<file path="config.mk">
export PLATFORM = sky130hd
export DESIGN_NAME = div_ctrl
export DESIGN_NICKNAME = d
export VERILOG_FILES = /design/src/rtl/div_ctrl_pkg.sv /design/src/rtl/div_restore_step.sv /design/src/rtl/div_ctrl.sv
export SDC_FILE = /design/constraint.sdc
export NUM_CORES = 1
export LEC_CHECK = 0
export ABC_AREA = 1
export BUFFER_PORTS_ARGS = -buffer_cell sky130_fd_sc_hd__buf_2
export CAP_MARGIN = 20
export CORE_ASPECT_RATIO = 0.9
export CORE_MARGIN = 2
export CORE_UTILIZATION = 55
export CTS_CLUSTER_SIZE = 14
export DETAILED_ROUTE_END_ITERATION = 8
export PLACE_DENSITY_LB_ADDON = 0.08
export SYNTH_ARGS = -nofsm -noshare
export SYNTH_HDL_FRONTEND = slang
export SYNTH_SLANG_ARGS = --single-unit
</file>
<file path="constraint.sdc">
create_clock -name clk -period 4.9 [get_ports clk]
set_input_delay 0.98 -clock clk [delete_from_list [all_inputs] [get_ports clk]]
set_output_delay 0.98 -clock clk [all_outputs]
set_load 0.005 [all_outputs]
</file>
<file path="src/rtl/div_ctrl_pkg.sv">
// Shared encodings and constants for the iterative divider.
package div_ctrl_pkg;

   localparam int XLEN = 32;

   // Result for a quotient when the divisor is zero.
   localparam logic [XLEN-1:0] DIV_ZERO_Q = '1;
   // Result for a signed quotient that overflows (most negative / -1).
   localparam logic [XLEN-1:0] OVF_Q = 32'h8000_0000;

   // funct3[1:0] of the M-extension divide group.
   typedef enum logic [1:0] {
      DIV  = 2'b00,
      DIVU = 2'b01,
      REM  = 2'b10,
      REMU = 2'b11
   } div_op_e;

   typedef enum logic [1:0] {
      IDLE = 2'b00,
      CALC = 2'b01,
      DONE = 2'b10
   } div_state_e;

   // Bit 0 clear means the operation treats its operands as signed.
   function automatic logic op_is_signed(input logic [1:0] op);
      return ~op[0];
   endfunction

   // Bit 1 set selects the remainder instead of the quotient.
   function automatic logic op_is_rem(input logic [1:0] op);
      return op[1];
   endfunction

endpackage

</file>
<file path="src/rtl/div_restore_step.sv">
// One restoring-division iteration: shift in the next dividend bit and
// subtract the divisor when it fits.
module div_restore_step #(
   parameter int XLEN = 32
) (
   input  logic [XLEN:0]   rem,
   input  logic [XLEN-1:0] quo,
   input  logic [XLEN-1:0] divisor,
   output logic [XLEN:0]   rem_next,
   output logic [XLEN-1:0] quo_next
);

   logic [XLEN:0] shifted;
   logic [XLEN:0] diff;
   // The partial remainder is always below the divisor, so its top bit is
   // zero on entry; only the extra bit produced by the shift matters.
   logic          rem_top_unused;

   assign rem_top_unused = rem[XLEN];
   assign shifted        = {rem[XLEN-1:0], quo[XLEN-1]};
   assign diff           = shifted - {1'b0, divisor};

   // Compare/subtract and shift the new quotient bit in from the right.
   always_comb begin
      rem_next = shifted;
      quo_next = {quo[XLEN-2:0], 1'b0};
      if (shifted >= {1'b0, divisor}) begin
         rem_next = diff;
         quo_next = {quo[XLEN-2:0], 1'b1};
      end
   end

endmodule

</file>
<file path="src/rtl/div_ctrl.sv">
// Execute-stage divide unit: sequences a 32-step restoring divide, handles
// divide-by-zero and signed overflow by early-out, and aborts on flush.
// Handshake: the pipeline holds while stall_o is high; a result is
// delivered as a one-cycle valid_o pulse with result_o/rd_o, which then
// hold their values until the next result or reset.
module div_ctrl #(
   parameter int XLEN  = 32,
   parameter int CNT_W = 6
) (
   input  logic            clk,
   input  logic            rst,
   input  logic            start_i,
   input  logic [1:0]      op_i,
   input  logic [XLEN-1:0] dividend_i,
   input  logic [XLEN-1:0] divisor_i,
   input  logic [4:0]      rd_i,
   input  logic            flush_i,
   output logic            stall_o,
   output logic            valid_o,
   output logic [XLEN-1:0] result_o,
   output logic [4:0]      rd_o
);

   import div_ctrl_pkg::*;

   div_state_e      state;
   div_state_e      state_nxt;
   logic [CNT_W-1:0] cnt;
   logic [1:0]      op_q;
   logic [4:0]      rd_q;
   logic [XLEN:0]   rem_q;
   logic [XLEN-1:0] quo_q;
   logic [XLEN-1:0] dvsr_q;
   logic            neg_q;
   logic            neg_r;

   logic [XLEN:0]   rem_nxt;
   logic [XLEN-1:0] quo_nxt;

   logic            accept;
   logic            is_signed;
   logic            a_neg;
   logic            b_neg;
   logic [XLEN-1:0] a_mag;
   logic [XLEN-1:0] b_mag;
   logic            div_zero;
   logic            ovf;
   logic            special;
   logic [XLEN-1:0] special_res;
   logic            last_step;
   logic [XLEN-1:0] quo_fix;
   logic [XLEN-1:0] rem_fix;
   logic [XLEN-1:0] calc_res;

   assign accept    = (state == IDLE) && start_i && !flush_i;
   assign is_signed = op_is_signed(op_i);
   assign a_neg     = is_signed && dividend_i[XLEN-1];
   assign b_neg     = is_signed && divisor_i[XLEN-1];
   assign a_mag     = a_neg ? (-dividend_i) : dividend_i;
   assign b_mag     = b_neg ? (-divisor_i) : divisor_i;

   assign div_zero  = (divisor_i == '0);
   assign ovf       = is_signed && (dividend_i == {1'b1, {(XLEN-1){1'b0}}})
                      && (divisor_i == '1);
   assign special   = div_zero || ovf;
   assign special_res = div_zero ? (op_is_rem(op_i) ? dividend_i : '1)
                                 : (op_is_rem(op_i) ? '0 : {1'b1, {(XLEN-1){1'b0}}});

   assign last_step = (cnt == CNT_W'(XLEN - 1));
   assign quo_fix   = neg_q ? (-quo_nxt) : quo_nxt;
   assign rem_fix   = neg_r ? (-rem_nxt[XLEN-1:0]) : rem_nxt[XLEN-1:0];
   assign calc_res  = op_is_rem(op_q) ? rem_fix : quo_fix;

   assign stall_o   = accept || (state == CALC);
   assign valid_o   = (state == DONE);

   div_restore_step #(.XLEN(XLEN)) u_step (
      .rem      (rem_q),
      .quo      (quo_q),
      .divisor  (dvsr_q),
      .rem_next (rem_nxt),
      .quo_next (quo_nxt)
   );

   // State register.
   always_ff @(posedge clk) begin
      if (rst) state <= IDLE;
      else     state <= state_nxt;
   end

   // Next-state logic; a flush always wins and returns to IDLE.
   always_comb begin
      state_nxt = state;
      case (state)
         IDLE: if (accept) state_nxt = special ? DONE : CALC;
         CALC: if (last_step) state_nxt = DONE;
         DONE: state_nxt = IDLE;
         default: state_nxt = IDLE;
      endcase
      if (flush_i) state_nxt = IDLE;
   end

   // Operand capture, iteration datapath and result/rd registers.
   always_ff @(posedge clk) begin
      if (rst) begin
         cnt      <= '0;
         op_q     <= '0;
         rd_q     <= '0;
         rem_q    <= '0;
         quo_q    <= '0;
         dvsr_q   <= '0;
         neg_q    <= 1'b0;
         neg_r    <= 1'b0;
         result_o <= '0;
         rd_o     <= '0;
      end else if (accept) begin
         op_q   <= op_i;
         rd_q   <= rd_i;
         rem_q  <= '0;
         quo_q  <= a_mag;
         dvsr_q <= b_mag;
         neg_q  <= a_neg ^ b_neg;
         neg_r  <= a_neg;
         cnt    <= '0;
         if (special) begin
            result_o <= special_res;
            rd_o     <= rd_i;
         end
      end else if ((state == CALC) && !flush_i) begin
         rem_q <= rem_nxt;
         quo_q <= quo_nxt;
         cnt   <= cnt + CNT_W'(1);
         if (last_step) begin
            result_o <= calc_res;
            rd_o     <= rd_q;
         end
      end
   end

endmodule

</file>
======== Yosys cells after proc, flatten, opt, wreduce, memory -nomap -nowiden ========
Cells that the tools add are included.
operators by class
  add/subtract/negate cells ............... 6
  $lt $le $gt $ge ......................... 1
  equality and inequality tests ........... 8
  multiplexer cells ....................... 24
  bitwise logic cells ..................... 2
  reductions and logical operators ........ 18
operators by type and width
  cell                    number
  $mux W32                15
  $neg A32 Y32            4
  $eq A32 B32 Y1 const B  2
  $ge A33 B32 Y1          1
  $logic_not A32 Y1       1
  $sub A32 B32 Y32        1
  $mux W5                 4
  $logic_and A1 B1 Y1     7
  $add A6 B1 Y6 const B   1
  $eq A6 B5 Y1 const B    1
  $mux W2                 3
  $ne A2 B2 Y1 const B    2
  $pmux W2 S2             1
  $reduce_bool A2 Y1      2
  $reduce_or A2 Y1        2
  $reduce_and A3 Y1       1
  $eq A2 B1 Y1 const B    1
  $eq A2 B2 Y1 const B    1
  $logic_not A2 Y1        1
  $logic_or A1 B1 Y1      2
  $ne A2 B1 Y1 const B    1
  $reduce_and A2 Y1       1
  $logic_not A1 Y1        1
  $mux W1                 1
  other kinds (2)         2
storage, ports and cells
  bits in registers ....................... 150
  bits of input ports ..................... 75
  output and inout port bits .............. 39
  logic and storage cells ................. 70

======== Longest topological paths before layout ========
  depth after elaboration ................. 8
  mapped depth ............................ 31
  depth with buffers taken out ............ 30

======== Modules after synthesis ========
Synthesis repeated with hierarchy kept, for this count alone.
unflattened totals
  cell total of the unflattened synthesis .. 2435
  area total of the unflattened synthesis .. 13645.6 um^2
by module, submodules not included
  module            instances  cells each  area each (um^2)  seq. area each (um^2)
  div_ctrl          1          1725        10104.7           3002.9
  div_restore_step  1          710         3540.9            0.0

======== Least setup slack after synthesis ========
Ideal clock, no wire load.
  path type ............................... flip-flop to flip-flop
  start point ............................. register dvsr_q[8]
  end point ............................... register result_o[30]
  library setup time ...................... 0.066 ns
  data arrival time ....................... 3.528 ns
  required time ........................... 4.834 ns
  slack ................................... 1.305 ns
  cell stages (with the launch flop) ...... 32
  buffers on the path ..................... 1
  period minus slack after synthesis ...... 3.595 ns
  cells stage by stage .................... dfxtp_1 -> inv_1 -> ha_1 -> nand2_2 -> inv_2 -> nand2_1 -> nand2_1 -> inv_2 -> nand3_2 -> nand2_2 -> nand2_2 -> nand2_2 -> nand2_4 -> buf_12 -> inv_4 -> ha_1 -> inv_1 -> nor3_2 -> inv_1 -> nor3_1 -> nand3_1 -> nor3_2 -> nand4_1 -> nor2_2 -> nand2_1 -> o31ai_1 -> nor2_1 -> nor2_1 -> nand2_1 -> nand2_1 -> nand2_1 -> a21oi_2
on the way
  cells in the longest elaborated chain, start to end .. 8
  elaborated cells between the ends (all ways) .. 12
  classes of those cells .................. 3 x add/sub; 1 x order compare; 8 x mux
ends and longest elaborated chain
  what                                                line                                            source
  start: declaration                                  div_ctrl.sv:33                                  logic [XLEN-1:0] dvsr_q;
  start signal: assignment                            div_ctrl.sv:121                                 dvsr_q <= b_mag;
  $sub A32 B32 Y32 or $ge A33 B32 Y1 (tied branches)  div_restore_step.sv:21, div_restore_step.sv:27
  $mux W32 or $mux W1 (tied branches)                 div_restore_step.sv:27                          if (shifted >= {1'b0, divisor}) begin
  $neg A32 Y32, on equally long branches              div_ctrl.sv:71, div_ctrl.sv:70
  $mux W32, on equally long branches                  div_ctrl.sv:71, div_ctrl.sv:70
  $mux W32 *                                          div_ctrl.sv:72                                  assign calc_res = op_is_rem(op_q) ? rem_fix : quo_fix;
  $mux W32 *                                          div_ctrl.sv:133                                 if (last_step) begin
  $mux W32 *                                          div_ctrl.sv:129                                 end else if ((state == CALC) && !flush_i) begin
  $mux W32 *                                          div_ctrl.sv:116                                 end else if (accept) begin
  end signal: assignment                              div_ctrl.sv:126                                 result_o <= special_res;
  end signal: assignment                              div_ctrl.sv:134                                 result_o <= calc_res;
  end: declaration                                    div_ctrl.sv:20                                  output logic [XLEN-1:0] result_o,
Mark *: on every way between the ends. The rest lies on a longest branch, timed or not. The select of a mux whose other input is x is not followed.
A chain may end at the register's enable or synchronous reset.

======== Worst setup path after layout ========
  start point ............................. register dvsr_q[28]
  end point ............................... register result_o[30]
The elaborated chain is that of the path after synthesis.

==> flow_metrics.tcl <==
set metrics [dict create \
    crit_slowest_cell "ha_1" \
    cap_violations 0 \
    startpoint_type "flip-flop" \
    synth_area_um2 12900 \
    grt.total_usage 0.378 \
    rsz0062_at_grt "no" \
    required_ns 5.28 \
    ir_worst_vdd_v 0.000270 \
    htree_levels 4 \
    grt_pass1_wl_mm 71.9 \
    path_class "flip-flop to flip-flop" \
    ant_nets 0 \
    insertion_delay_ns 0.45 \
    tns_ns 0 \
    syn-num-nets 2304 \
    die_area_um2 24600 \
    wl_per_cell_um 18.1 \
    final.setup.worst_slack_ns 0.439 \
    status "complete, no violations" \
    synthFlopType "dfxtp_1" \
    grt_pass1_vias 13100 \
    finalSetupViolations 0 \
    grt_start_max_net_pins 95 \
    final_area_um2 14300 \
    clk_pin_slew_ns 0.08 \
    areaGrowthSynthToFinish_pct 11.0 \
    hp-class "flip-flop to flip-flop" \
    slew_violations 0 \
    layout_common_cells "546 x nand2_1, 321 x inv_1, 206 x nor2_1" \
    synth_area_per_cell_um2 5.87 \
    crit_arrival_ns 4.84 \
    ys_async_sr_fraction 0 \
    dpl_cell_area_um2 13600 \
    finalNetCount 2378 \
    synth-seq-area-share 0.232 \
    yosys_warnings 0 \
    hold_violations 0 \
    synthDistinctLibCells 54 \
    period_share 0.910 \
    die_height_um 149 \
    p_leak_uw 0.00731 \
    antenna_found_initial 1 \
    numClockSinks 149 \
    critical-path-max-stage-delay_ns 0.42 \
    relSlewSlack 0.233 \
    synth_edf_count 0 \
    clock_path_buffers 2 \
    cts_tree "built" \
    preCtsSetupSlack_ns 0.320 \
    skew_ns 0.0167 \
    critPathMostFrequentCell "nand2_1" \
    r2r_start "dvsr_q[28]" \
    insertedDiodeCount 0 \
    timing.fmax_mhz 224 \
    start_util 0.556 \
    dieWidth_um 165 \
    layout_commonest_cell "nand2_1" \
    syn_inst 2190 \
    fin_crit_ns 4.46 \
    path_max_fanout 10 \
    routed_wl_mm 46.7 \
    crit_start "dvsr_q[28]" \
    hold_slack_ns 0.470 \
    rows 53 \
    portBuffers 113 \
    cp-end-kind "flip-flop" \
    core_um2 23100 \
    vias_per_cell 5.73 \
    clockRootBuffer "clkbuf_16" \
    drtIter0Drc 1783 \
    place_hpwl_mm 35.5 \
    ys_ff_latch 149 \
    numCtsBuffers 17 \
    vias 14800 \
    post-route-drc-count 0 \
    io_pins 114 \
    power.density_nw_per_um2 291 \
    min_from "quo_q[29]" \
    drive_gt1_frac 0.116 \
    tightest_slew_ns 1.15 \
    dr.pass1.iters 6 \
    grt_overflow 0 \
    place_congestion 1.01 \
]
Yosys cell counts (all sizes together) (4+ instances only):
cell    instances  area (um2)
inv           329        1240
or2            13        81.3
nand3b          8        60.1
nand2         573        2240
nor4           14        87.6
a31oi          12        75.1
mux2i           5        50.1
xor2           48         420
a21oi         178         917
o31ai           8        60.1
dfxtp         149        2980
ha             38         475
o21ai         175         887
buf            25         163
nor2          230         936
o221ai         11        96.3
nand4          35         219
xnor2          13         114
o21bai         10        75.1
clkbuf         62         234
o22ai           4        25.0
nor3           34         185
o211ai         33         248
nand3         168         873
routing by layer:
metal	GRT usage	part of all wire	vias up
li1	-	-	7275
met1	0.553	0.45	6651
met2	0.565	0.42	780
met3	0.0748	0.11	72
met4	0.0987	0.023	2
met5	0	0.00034	-
cells by family after synthesis:
group	share of synthesized area
multiplexers	0.00389
XOR/XNOR	0.0415
AND/OR/NAND/NOR	0.365
flip-flops	0.232
adder cells (fa/ha/maj)	0.0385
buffers and inverters	0.127
AO/OA/AOI/OAI	0.191
final timing paths:
kind	end	slack (ns)	depth (start not counted)
worst max register to register	result_o[30]	0.44	26
worst min register to register	quo_q[29]	0.47	2
worst max-delay path	result_o[30]	0.44	26
worst min-delay path	quo_q[29]	0.47	2
repair_timing:
item | 4_1_cts | 5_1_grt
resized for setup | 0 | 1
endpoints found under the setup margin | 0 | 5
hold buffers | 0 | 0
setup buffers | 0 | 4
layout make-up:
cell class,instances,area (um2)
Tap cell,302,378
Clock inverter,15,181
Inverter,330,1240
Fill cell,2340,8860
Multi-Input combinational cell,1625,8270
Clock buffer,17,425
Timing Repair Buffer,141,801
Sequential cell,149,2980
sequential cells by signal (all words and copies together), names as in the netlist:
register  cells
result_o     32
rd_o          5
quo_q        32
op_q          1
state         2
cnt           6
rd_q          5
neg_q         1
neg_r         1
dvsr_q       32
rem_q        32
power by group:
part	total [uW]	switching, uW	internal [uW]
clock network	1370	673	692
registers	1290	37.9	1260
logic	1500	1060	446
per-stage QoR:
step                utilization  std cells  power, uW
floorplan                     -       2190       2340
global placement          0.589       2542       2750
detailed placement        0.589       2542       2760
CTS                       0.615       2574       4110
global route              0.617       2579       4380
finish                    0.617       2579       4160
worst max-delay path, delay by kind of cell, from the launching register on:
| family | cells | cell delay, ns |
|---|---|---|
| AOI/OAI and AO/OA | 4 | 0.95 |
| DFF | 1 | 0.31 |
| buffers and inverters | 4 | 0.29 |
| adders and majority gates | 2 | 0.57 |
| and+or+nand+nor | 16 | 2.24 |
No activity file was read; power rests on OpenSTA's default activity.
